==> config.mk <==
export PLATFORM = sky130hd
export DESIGN_NAME = instruction_fetch_stage
export DESIGN_NICKNAME = d
export VERILOG_FILES = /design/src/rtl/instruction_fetch_stage.sv
export SDC_FILE = /design/constraint.sdc
export NUM_CORES = 1
export LEC_CHECK = 0
export BUFFER_PORTS_ARGS = -buffer_cell sky130_fd_sc_hd__buf_2
export CORE_MARGIN = 10
export CORE_UTILIZATION = 30
export CTS_BUF_LIST = sky130_fd_sc_hd__clkbuf_2
export CTS_CLUSTER_DIAMETER = 100
export DETAILED_ROUTE_END_ITERATION = 10
export GPL_TIMING_DRIVEN = 0
export PLACE_DENSITY = 0.62
export REMOVE_ABC_BUFFERS = 1
export SLEW_MARGIN = 20
export SYNTH_ARGS = -nofsm -noshare
export SYNTH_HDL_FRONTEND = slang
export SYNTH_SLANG_ARGS = --single-unit
export TNS_END_PERCENT = 5
==> constraint.sdc <==
create_clock -name clk -period 3.6 [get_ports clk]
set_input_delay 1.08 -clock clk [delete_from_list [all_inputs] [get_ports clk]]
set_output_delay 1.08 -clock clk [all_outputs]
set_load 0.03 [all_outputs]
==> src/rtl/instruction_fetch_stage.sv <==
// ============================================================================
// Module      : instruction_fetch_stage
// Description : RV64 fetch stage. Owns the PC, drives the combinational
//               instruction memory address, and captures the returned word
//               into the IF/ID register. Handles stall, redirect, halt at the
//               end of the program image, and misaligned-target trapping.
// Revision    : 1.0 - initial release
// ============================================================================
`default_nettype none

module instruction_fetch_stage #(
    parameter logic [63:0] RESET_PC  = 64'd0,
    parameter int unsigned MEM_BYTES = 148,
    parameter logic [31:0] NOP_INST  = 32'h0000_0013
) (
    input  logic        clk,
    input  logic        reset,
    input  logic        Stall,
    input  logic        Branch_Taken,
    input  logic [63:0] Branch_Target,
    output logic [63:0] Inst_Address,
    input  logic [31:0] Instruction,
    output logic [63:0] IFID_PC,
    output logic [31:0] IFID_Instruction,
    output logic        IFID_Valid,
    output logic        Fetch_Done,
    output logic        Misaligned
);

    typedef enum logic [1:0] {
        RUN  = 2'd0,
        HALT = 2'd1,
        TRAP = 2'd2
    } state_t;

    localparam logic [64:0] MEM_LIMIT = 65'(MEM_BYTES);

    state_t      state;
    logic [63:0] pc;
    logic        in_range;
    logic        target_aligned;

    // The memory is combinational, so the address is simply the PC.
    assign Inst_Address = pc;

    // Range check is done one bit wider so a PC near 2^64 cannot wrap into range.
    assign in_range       = ({1'b0, pc} + 65'd4) <= MEM_LIMIT;
    assign target_aligned = (Branch_Target[1:0] == 2'b00);

    // PC, IF/ID register and fetch FSM; priority reset > trap freeze > branch > stall > fetch.
    always_ff @(posedge clk) begin
        if (reset) begin
            pc               <= RESET_PC;
            state            <= RUN;
            IFID_PC          <= 64'd0;
            IFID_Instruction <= NOP_INST;
            IFID_Valid       <= 1'b0;
            Fetch_Done       <= 1'b0;
            Misaligned       <= 1'b0;
        end else if (state == TRAP) begin
            // Frozen until reset: IF/ID was already flushed on trap entry.
            pc               <= pc;
        end else if (Branch_Taken) begin
            // Any redirect flushes the word currently in IF/ID.
            IFID_PC          <= 64'd0;
            IFID_Instruction <= NOP_INST;
            IFID_Valid       <= 1'b0;
            if (target_aligned) begin
                pc         <= Branch_Target;
                state      <= RUN;
                Fetch_Done <= 1'b0;
                Misaligned <= 1'b0;
            end else begin
                state      <= TRAP;
                Fetch_Done <= 1'b0;
                Misaligned <= 1'b1;
            end
        end else if (Stall) begin
            // Hold everything so no instruction is lost or duplicated.
            pc               <= pc;
        end else if (state == RUN) begin
            if (in_range) begin
                IFID_PC          <= pc;
                IFID_Instruction <= Instruction;
                IFID_Valid       <= 1'b1;
                pc               <= pc + 64'd4;
            end else begin
                // Past the end of the program image: park here and emit bubbles.
                IFID_PC          <= 64'd0;
                IFID_Instruction <= NOP_INST;
                IFID_Valid       <= 1'b0;
                state            <= HALT;
                Fetch_Done       <= 1'b1;
                Misaligned       <= 1'b0;
            end
        end else begin
            // HALT with no redirect keeps feeding bubbles.
            IFID_PC          <= 64'd0;
            IFID_Instruction <= NOP_INST;
            IFID_Valid       <= 1'b0;
        end
    end

endmodule

`default_nettype wire

==> results of run 1 <==
## cell usage after synthesis (4+ instances only)
cell and n:
o21ai_0 69, nor3_1 41, or3_1 13, a211oi_1 7, clkbuf_1 61, nor3b_1 4
nor4b_1 6, or4_1 6, or2_2 4, and4_1 14, buf_6 4, buf_2 12
and3_1 67, dfxtp_1 163, xor2_1 11, nor2_1 41, nand4_1 37, xnor2_1 13
a22o_1 37, nor4_1 35, and2_1 6, mux2i_1 14, buf_1 4, nand3_1 36
inv_1 16, a22oi_1 5, nand2_1 101, a21oi_1 51
## cell usage in the layout, fill, tap and decap left out, drive strengths merged, types with 5 or more instances in the layout
master	n
a21oi	51
dfxtp	163
or3	13
nor4b	6
mux2i	14
clkinv	7
nor2	41
buf	350
xor2	11
clkbuf	20
a22oi	5
and3	67
nand4	37
nand3	36
xnor2	13
and2	6
o21ai	71
inv	24
a22o	37
nor3	42
and4	14
nor4	35
nand2	101
a211oi	7
or4	7
## area by class of cell
type / instances / area [um2]
Timing Repair Buffer: 353 / 2158
Antenna cell: 2 / 5.005
Clock inverter: 15 / 156.4
Multi-Input combinational cell: 670 / 4408
Sequential cell: 163 / 3415
Inverter: 16 / 60.06
Fill cell: 2486 / 14480
Tap cell: 330 / 412.9
Clock buffer: 17 / 85.08
## cells by family (layout without fill, tap and decap cells)
family | Yosys count | in the layout | share of synthesized area
buffers and inverters | 100 | 401 | 0.05547
AND/OR/NAND/NOR | 421 | 421 | 0.2967
flip-flops | 163 | 163 | 0.4242
other | 0 | 2 | 0
adder cells (fa/ha/maj) | 2 | 2 | 0.003253
XOR/XNOR | 24 | 24 | 0.02733
AO/OA/AOI/OAI | 206 | 207 | 0.1719
multiplexers | 16 | 16 | 0.02114
## worst min-delay path, delay by kind of cell
| kind | cells | cell delay, ps |
|---|---|---|
| AO/OA/AOI/OAI | 1 | 50 |
| buffers and inverters | 2 | 130 |
## registers in the layout (all words and copies together), names as in the netlist
name / count
IFID_Instruction: 32
state: 1
Misaligned: 1
IFID_PC: 64
IFID_Valid: 1
Inst_Address: 64
## repair_timing
item	CTS	global route
endpoints found under the setup margin	99	97
gates resized for setup	112	56
gates cloned	2	1
setup buffers	47	35
pin swaps	23	26
## final timing paths
| path | from | to | slack [ps] |
|---|---|---|---|
| max | Inst_Address[2] | IFID_PC[6] | -10 |
| min | Instruction[0] | IFID_Instruction[0] | 480 |
| max reg2reg | Inst_Address[2] | IFID_PC[6] | -10 |
| min reg2reg | IFID_PC[56] | IFID_PC[56] | 490 |
## report_power, final
part           total [W]  switching (W)  internal, W
Sequential       0.00192      0.0000768      0.00184
Clock            0.00102       0.000794     0.000231
Combinational   0.000628       0.000380     0.000248
## stage by stage
step	util	setup WS (ps)	instances	setup TNS, ps
detailed placement	0.3667	-2087	1447	-157270
floorplan	-	-794.3	848	-65190
CTS	0.4054	-114.7	1528	-2409
finish	0.4249	-10.94	1566	-15.01
global placement	0.3594	-4057	1440	-463430
global route	0.4249	-109.6	1566	-2353
## per-layer routing
metal,vias to the layer above,GRT usage
met5,-,0
met4,0,0.05020
met3,33,0.04177
met2,379,0.2872
met1,4000,0.2363
li1,4036,-
==> results.sh, run 1 <==
export IMPL_whs_ps=477.9
export IMPL_route_detailed_drc=0
export IMPL_synth_top_area_share=0.4242
export IMPL_synth_seq_cells=163
export IMPL_yosys_top_cells_area="dfxtp_1, and3_1, nand2_1"
export IMPL_grt_setup_unrepaired="yes"
export IMPL_critPathLaunchType="flip-flop"
export IMPL_worstPathCellList="nand4_1 -> or3_4 -> o31a_1 -> a211oi_2 -> nand4_1 -> nor4_4 -> nand4_1 -> buf_4 -> or4_4 -> nor3_4 -> buf_12 -> buf_12 -> a22o_1"
export IMPL_cpMostUsedCell="nand4_1"
export IMPL_grtUsageTotal=0.1795
export IMPL_htreeDepth=4
export IMPL_yosysWarnings=0
export IMPL_synth_top_cell_by_area="dfxtp_1"
export IMPL_post_dp_hpwl_um=21930
export IMPL_die_h_um=180.1
export IMPL_cts_root_buf="clkbuf_2"
export IMPL_dr_first_iter_drc_count=938
export IMPL_clock_latency_ps=770
export IMPL_grt_max_degree=66
export IMPL_yosysSeqAreaShare=0.4242
export IMPL_std_cell_rows=58
export IMPL_design_area_um2=10700
export IMPL_crit_type="reg -> reg"
export IMPL_cts_buffer_depth=2
export IMPL_fin_crit_ps=3611
export IMPL_grt_pass1_vias=7852
export IMPL_io_pins=263
export IMPL_finalHoldViolations=0
export IMPL_area_delta_synth_final_pct=39.10
export IMPL_grt_pass1_wl_um=47300
export IMPL_drtAntennaViolNets=0
export IMPL_route_met3_wl_um=2293
export IMPL_ff2ff_path_depth=13
export IMPL_status="finished, violations left"
export IMPL_core_area_um2=25180
export IMPL_start_util=0.3055
export IMPL_dr_pass1_iters=6
export IMPL_worst_slack_ps=-10.94
export IMPL_synth_ff_type="dfxtp_1"
export IMPL_fin_crit_sh=1.003
export IMPL_worst_pin_slew_ps=748.4
export IMPL_fin_worst_skew_ps=55.57
export IMPL_clock_sinks=163
export IMPL_routed_wl_um=31260
export IMPL_netlist_area_um2=7692
export IMPL_syn_inst=932
export IMPL_failed_checks="setup timing"
export IMPL_worstPathMaxFanout=20
export IMPL_hold_class="in -> reg"
export IMPL_cp_slowest_cell="dfxtp_4"
export IMPL_crit_arrival_ps=4290
export IMPL_synth_async_reset_ratio=0
export IMPL_top_layer="met4"
export IMPL_synth_edff_count=0
export IMPL_die_w_um=180.1
export IMPL_slew_viol_final=0
export IMPL_nets=1323
export IMPL_drive_gt1_frac=0.4052
export IMPL_postPlaceCellArea_um2=9235
export IMPL_place_gp_congestion=0.9025
export IMPL_syn_avg_cell_area_um2=8.254
export IMPL_critPathTopFamily="simple AND/OR/NAND/NOR gates"
export IMPL_setup_viol_count_final=2
export IMPL_drt_met1_wl_um=13730
export IMPL_clkTransAtPathRegs_ps=340
export IMPL_ctsHoldBuffers=0
export IMPL_total_power_w=0.003574
export IMPL_p_per_area_nw_per_um2=334.0
export IMPL_cts_tree="built"
export IMPL_portBuffers=262
export IMPL_cts_buffers=17
export IMPL_leakagePower_nw=4.709
export IMPL_worstPathRequired_ps=4280
export IMPL_slew_headroom=0.5011
export IMPL_wire_per_inst_um=19.96
export IMPL_grt_overflow=0
export IMPL_holdPathStages=3
export IMPL_drt_vias_per_instance=5.395
export IMPL_cap_violations=0
export IMPL_end_kind="flip-flop"
export IMPL_vias=8448
export IMPL_peakVddDrop_mv=0.1808
export IMPL_synth_cell_types=61
export IMPL_cp_num_buf_inv=3
export IMPL_routed_wl_met2_um=14670
export IMPL_dieArea_um2=32450
export IMPL_antenna_found_initial=2
export IMPL_crit_cells=13
export IMPL_timing_fmax_mhz=276.9
export IMPL_critical_path_max_stage_delay_ps=450
(Power assumes the default switching activity.)
==> run 2, diff against run 1 <==
REMOVE_ABC_BUFFERS = unset   (was 1)
==> run 2 against run 1 <==
  * The run still ends with setup timing left
  * Total power up 0.80%
  * Clock-buffer cell count unchanged
  * Register-to-register slack worse by 50 ps
  * Critical path depth up 2
  * Die area unchanged
  * Hold slack worse by 14 ps
  * Critical endpoint is now IFID_Instruction[0]
  * Via count up 2.0%
  * Wire length up 6.4%
==> results.sh, run 2 (synthesis results as in run 1) <==
export IMPL_status="finished, violations left"
export IMPL_failed_checks="setup timing"
export IMPL_dieArea_um2=32450
export IMPL_critPathTopFamily="simple AND/OR/NAND/NOR gates"
export IMPL_clkTransAtPathRegs_ps=310
export IMPL_vias=8619
export IMPL_fillers=2603
export IMPL_end_kind="flip-flop"
export IMPL_drive_gt1_frac=0.3600
export IMPL_mostFrequentLayoutCells="buf_2, dfxtp_1, nand2_1, and3_1, o21ai_0"
export IMPL_syn_nets=1034
export IMPL_cap_violations=0
export IMPL_post_dp_hpwl_um=25150
export IMPL_grt_overflow=0
export IMPL_grt_max_degree=19
export IMPL_area_delta_synth_final_pct=35.39
export IMPL_dp_cells=1523
export IMPL_cp_num_buf_inv=5
export IMPL_drtAntennaViolNets=0
export IMPL_layoutNonFillerInstCount=1581
export IMPL_route_detailed_drc=0
export IMPL_peakVddDrop_mv=0.1677
export IMPL_antenna_found_initial=2
export IMPL_slew_viol_final=0
export IMPL_critPathLaunchType="flip-flop"
export IMPL_fin_crit_ps=3659
export IMPL_fin_worst_skew_ps=59.05
export IMPL_finalHoldViolations=0
export IMPL_crit_type="reg -> reg"
export IMPL_cts_buffer_depth=2
export IMPL_grt_pass1_vias=8129
export IMPL_die_h_um=180.1
export IMPL_setup_viol_count_final=33
export IMPL_grt_setup_unrepaired="yes"
export IMPL_total_power_w=0.003603
export IMPL_crit_arrival_ps=4330
export IMPL_cp_slowest_cell="or3_4"
export IMPL_die_w_um=180.1
export IMPL_worstPathRequired_ps=4270
export IMPL_place_gp_congestion=0.9279
export IMPL_io_pins=263
export IMPL_drt_vias_per_instance=5.452
export IMPL_hold_class="in -> reg"
export IMPL_dr_pass1_iters=7
export IMPL_routed_wl_um=33250
export IMPL_portBuffers=261
export IMPL_nets=1339
export IMPL_worstPathMaxFanout=10
export IMPL_core_area_um2=25180
export IMPL_layout_commonest_cell="buf_2"
export IMPL_start_util=0.3055
export IMPL_cts_root_buf="clkbuf_2"
export IMPL_fin_crit_sh=1.016
export IMPL_std_cell_rows=58
export IMPL_worst_slack_ps=-59.05
export IMPL_clock_sinks=163
export IMPL_grtUsageTotal=0.1923
export IMPL_ctsHoldBuffers=0
export IMPL_dr_first_iter_drc_count=778
export IMPL_timing_fmax_mhz=273.3
export IMPL_htreeDepth=4
export IMPL_grt_pass1_wl_um=49770
export IMPL_worstPathCellList="buf_6 -> nand4_1 -> buf_4 -> or2_4 -> or3_4 -> nor4b_2 -> o22ai_1 -> nor4_2 -> nand4_1 -> buf_6 -> or4_4 -> nor3_4 -> buf_12 -> buf_12 -> a21oi_1"
export IMPL_clock_latency_ps=790
export IMPL_wire_per_inst_um=21.03
export IMPL_leakagePower_nw=4.502
export IMPL_cts_buffers=17
export IMPL_worst_pin_slew_ps=871.3
export IMPL_p_per_area_nw_per_um2=345.9
export IMPL_cts_tree="built"
export IMPL_critical_path_max_stage_delay_ps=440
export IMPL_r2r_slack_ps=-60
export IMPL_slew_headroom=0.4110
-- run 2: cell types whose count changed in the layout (fill, tap and decap cells not counted), moves of 4 or more --
cell      delta
nand3_2      -4
buf_2        +6
buf_4       -36
buf_1        +4
clkbuf_1    +38
dfxtp_4     -30
clkbuf_4     +6
buf_16       -4
dfxtp_2     +19
dfxtp_1     +11
-- run 2: cell type report --
cell class,instances,area [um2],area share
diodes,1,2.502,0.0002403
flip-flops and latches,163,3326,0.3193
repair buffers,304,1667,0.1600
inverters,16,60.06,0.005766
plain buffers,66,386.6,0.03712
clock buffers,17,85.08,0.008169
clock inverters,15,163.9,0.01574
well taps,330,412.9,0.03964
multi-input cells,669,4312,0.4140
-- run 2: final timing paths --
path                    start             endpoint  cells after the start
max          Inst_Address[30]  IFID_Instruction[0]                     15
min            Instruction[1]  IFID_Instruction[1]                      3
max reg2reg  Inst_Address[30]  IFID_Instruction[0]                     15
min reg2reg       IFID_PC[33]          IFID_PC[33]                      1
-- run 2: report_power, final --
group          switching [W]  leakage (nW)  internal [W]
Combinational       0.000394          3.02      0.000225
Clock               0.000828         0.142      0.000230
Sequential         0.0000669          1.34       0.00186
Total                0.00129          4.50       0.00231
-- run 2: timing repair --
item / in CTS / in global routing
resized for setup: 92 / 70
setup buffers: 26 / 16
pin swaps: 12 / 23
setup endpoints to repair: 99 / 95
cloned: 0 / 1
endpoints found under the hold margin: 0 / 0
-- run 2: worst min-delay path: stages --
cell and delay [ps]:
buf_2 90, inv_1 40, a21oi_1 50
-- run 2: per-stage QoR --
step / hold WS [ps] / area [um2] / utilization / setup slack, ps / setup TNS (ps)
final: 464.1 / 10420 / 0.4136 / -59.05 / -765.7
after global routing: 379.3 / 10420 / 0.4136 / -189.9 / -6410
after CTS: 385.4 / 10110 / 0.4015 / -61.60 / -1043
after detailed placement: 459.5 / 9412 / 0.3737 / -1042 / -92850
after global placement: 455.1 / 9412 / 0.3737 / -1059 / -97840
after floorplan: 605.2 / 7692 / - / 20.67 / 0
-- run 2: per-layer routing --
metal | global-route usage | up-vias | share of wire
met4 | 0.06168 | 2 | 0.026
li1 | - | 4056 | -
met2 | 0.3051 | 398 | 0.46
met3 | 0.05502 | 45 | 0.090
met1 | 0.2461 | 4118 | 0.43
met5 | 0 | - | 0.00051
==> run 3, diff against run 2 <==
==> constraint.sdc (replaced) <==
create_clock -name clk -period 3.6 [get_ports clk]
set_input_delay 1.08 -clock clk [delete_from_list [all_inputs] [get_ports clk]]
set_output_delay 1.08 -clock clk [all_outputs]
set_load 0.005 [all_outputs]
==> run 3 against run 2 <==
  * The run still ends with setup timing left
  * Non-clock buffer count stayed put
  * Cell count stayed put
  * Critical path depth stayed put
  * Design area stayed put
  * Clock skew is 0.68 ps lower
  * Register-to-register slack hardly changed
  * First-iteration DRC count is 8.0% higher
  * Via count is 0.31% higher
==> results.sh, run 3 (synthesis results as in run 1) <==
export IMPL_grtUsageTotal=0.1923
export IMPL_vias=8646
export IMPL_cap_violations=0
export IMPL_core_area_um2=25180
export IMPL_critPathTopFamily="simple AND/OR/NAND/NOR gates"
export IMPL_fin_worst_skew_ps=58.37
export IMPL_grt_pass1_vias=8129
export IMPL_crit_arrival_ps=4330
export IMPL_whs_ps=462.4
export IMPL_clkTransAtPathRegs_ps=310
export IMPL_slew_viol_final=0
export IMPL_antenna_found_initial=2
export IMPL_grt_max_degree=19
export IMPL_std_cell_rows=58
export IMPL_dr_pass1_iters=5
export IMPL_slew_headroom=0.3924
export IMPL_area_delta_synth_final_pct=35.39
export IMPL_clock_latency_ps=800
export IMPL_worst_slack_ps=-54.73
export IMPL_finalHoldViolations=0
export IMPL_ctsHoldBuffers=0
export IMPL_cts_root_buf="clkbuf_2"
export IMPL_worstPathMaxFanout=10
export IMPL_peakVddDrop_mv=0.1681
export IMPL_setup_viol_count_final=33
export IMPL_grt_pass1_wl_um=49770
export IMPL_die_w_um=180.1
export IMPL_cp_slowest_cell="or3_4"
export IMPL_syn_nets=1034
export IMPL_fin_crit_ps=3655
export IMPL_cp_num_buf_inv=5
export IMPL_nets=1339
export IMPL_mostFrequentLayoutCells="buf_2, dfxtp_1, nand2_1, and3_1, o21ai_0"
export IMPL_start_util=0.3055
export IMPL_wire_per_inst_um=21.06
export IMPL_io_pins=263
export IMPL_dr_first_iter_drc_count=840
export IMPL_total_power_w=0.003519
export IMPL_place_gp_congestion=0.9279
export IMPL_fin_crit_sh=1.015
export IMPL_worstPathCellList="buf_6 -> nand4_1 -> buf_4 -> or2_4 -> or3_4 -> nor4b_2 -> o22ai_1 -> nor4_2 -> nand4_1 -> buf_6 -> or4_4 -> nor3_4 -> buf_12 -> buf_12 -> a21oi_1"
export IMPL_leakagePower_nw=4.502
export IMPL_drtAntennaViolNets=0
export IMPL_critical_path_max_stage_delay_ps=440
export IMPL_die_h_um=180.1
export IMPL_routed_wl_um=33290
export IMPL_crit_type="reg -> reg"
export IMPL_portBuffers=261
export IMPL_worst_pin_slew_ps=898.8
export IMPL_grt_setup_unrepaired="yes"
export IMPL_hold_class="in -> reg"
export IMPL_post_dp_hpwl_um=25150
export IMPL_layoutNonFillerInstCount=1581
export IMPL_worstPathRequired_ps=4280
export IMPL_layout_commonest_cell="buf_2"
export IMPL_status="finished, violations left"
export IMPL_critPathLaunchType="flip-flop"
export IMPL_final_util=0.4136
export IMPL_end_kind="flip-flop"
export IMPL_cts_buffers=17
export IMPL_dieArea_um2=32450
export IMPL_htreeDepth=4
export IMPL_p_per_area_nw_per_um2=337.8
export IMPL_grt_overflow=0
export IMPL_cts_buffer_depth=2
export IMPL_route_detailed_drc=0
export IMPL_drt_vias_per_instance=5.469
export IMPL_dp_cells=1523
export IMPL_failed_checks="setup timing"
export IMPL_clock_sinks=163
export IMPL_drive_gt1_frac=0.3600
export IMPL_timing_fmax_mhz=273.6
export IMPL_fin_setup_tns_ps=-739.9
export IMPL_cts_tree="built"
-- run 3: cell counts in the layout (fill, tap and decap cells not counted) --
Identical to the previous run, type by type.
-- run 3: repair_timing --
| item | 4_1_cts | 5_1_grt |
|---|---|---|
| hold endpoints to repair | 0 | 0 |
| pin swaps | 12 | 23 |
| resized for setup | 92 | 70 |
| endpoints found under the setup margin | 99 | 95 |
| gates cloned | 0 | 1 |
| buffers inserted | 26 | 16 |
-- run 3: metrics by stage --
step,setup slack [ps],area [um2]
2_1_floorplan,222.5,7692
3_3_place_gp,-1059,9412
3_5_place_dp,-1042,9412
4_1_cts,-61.60,10110
5_1_grt,-189.9,10420
6_report,-54.73,10420
-- run 3: worst reg2reg max path: stages (launching register included) --
cell and delay [ps]:
dfxtp_2 400, buf_6 120, nand4_1 170, buf_4 190, or2_4 240, or3_4 440, nor4b_2 280, o22ai_1 130
nor4_2 320, nand4_1 150, buf_6 160, or4_4 430, nor3_4 160, buf_12 170, buf_12 130, a21oi_1 70
-- run 3: final timing paths --
path                    start                  end  slack [ps]  depth (start not counted)
max          Inst_Address[30]  IFID_Instruction[0]         -50                         15
min reg2reg       IFID_PC[33]          IFID_PC[33]         490                          1
min            Instruction[1]  IFID_Instruction[1]         460                          3
max reg2reg  Inst_Address[30]  IFID_Instruction[0]         -50                         15
-- run 3: cell type report --
| cell class | instances | area (um2) |
|---|---|---|
| flip-flops and latches | 163 | 3326 |
| clock inverters | 15 | 163.9 |
| repair buffers | 304 | 1667 |
| inverters | 16 | 60.06 |
| clock buffers | 17 | 85.08 |
| multi-input cells | 669 | 4312 |
| diodes | 1 | 2.502 |
| well taps | 330 | 412.9 |
| plain buffers | 66 | 386.6 |
| fillers | 2600 | 14770 |
-- run 3: routing by layer --
| layer | up-vias | share of wire | global-route usage |
|---|---|---|---|
| li1 | 4059 | - | - |
| met1 | 4108 | 0.43 | 0.2461 |
| met2 | 421 | 0.46 | 0.3051 |
| met3 | 56 | 0.090 | 0.05502 |
| met4 | 2 | 0.028 | 0.06168 |
| met5 | - | 0.00051 | 0 |
-- run 3: power breakdown --
group	internal [W]	switching, W	total (W)	leakage [nW]
sequential	0.00186	0.0000667	0.00192	1.34
combinational	0.000224	0.000312	0.000536	3.02
clock	0.000230	0.000827	0.00106	0.142
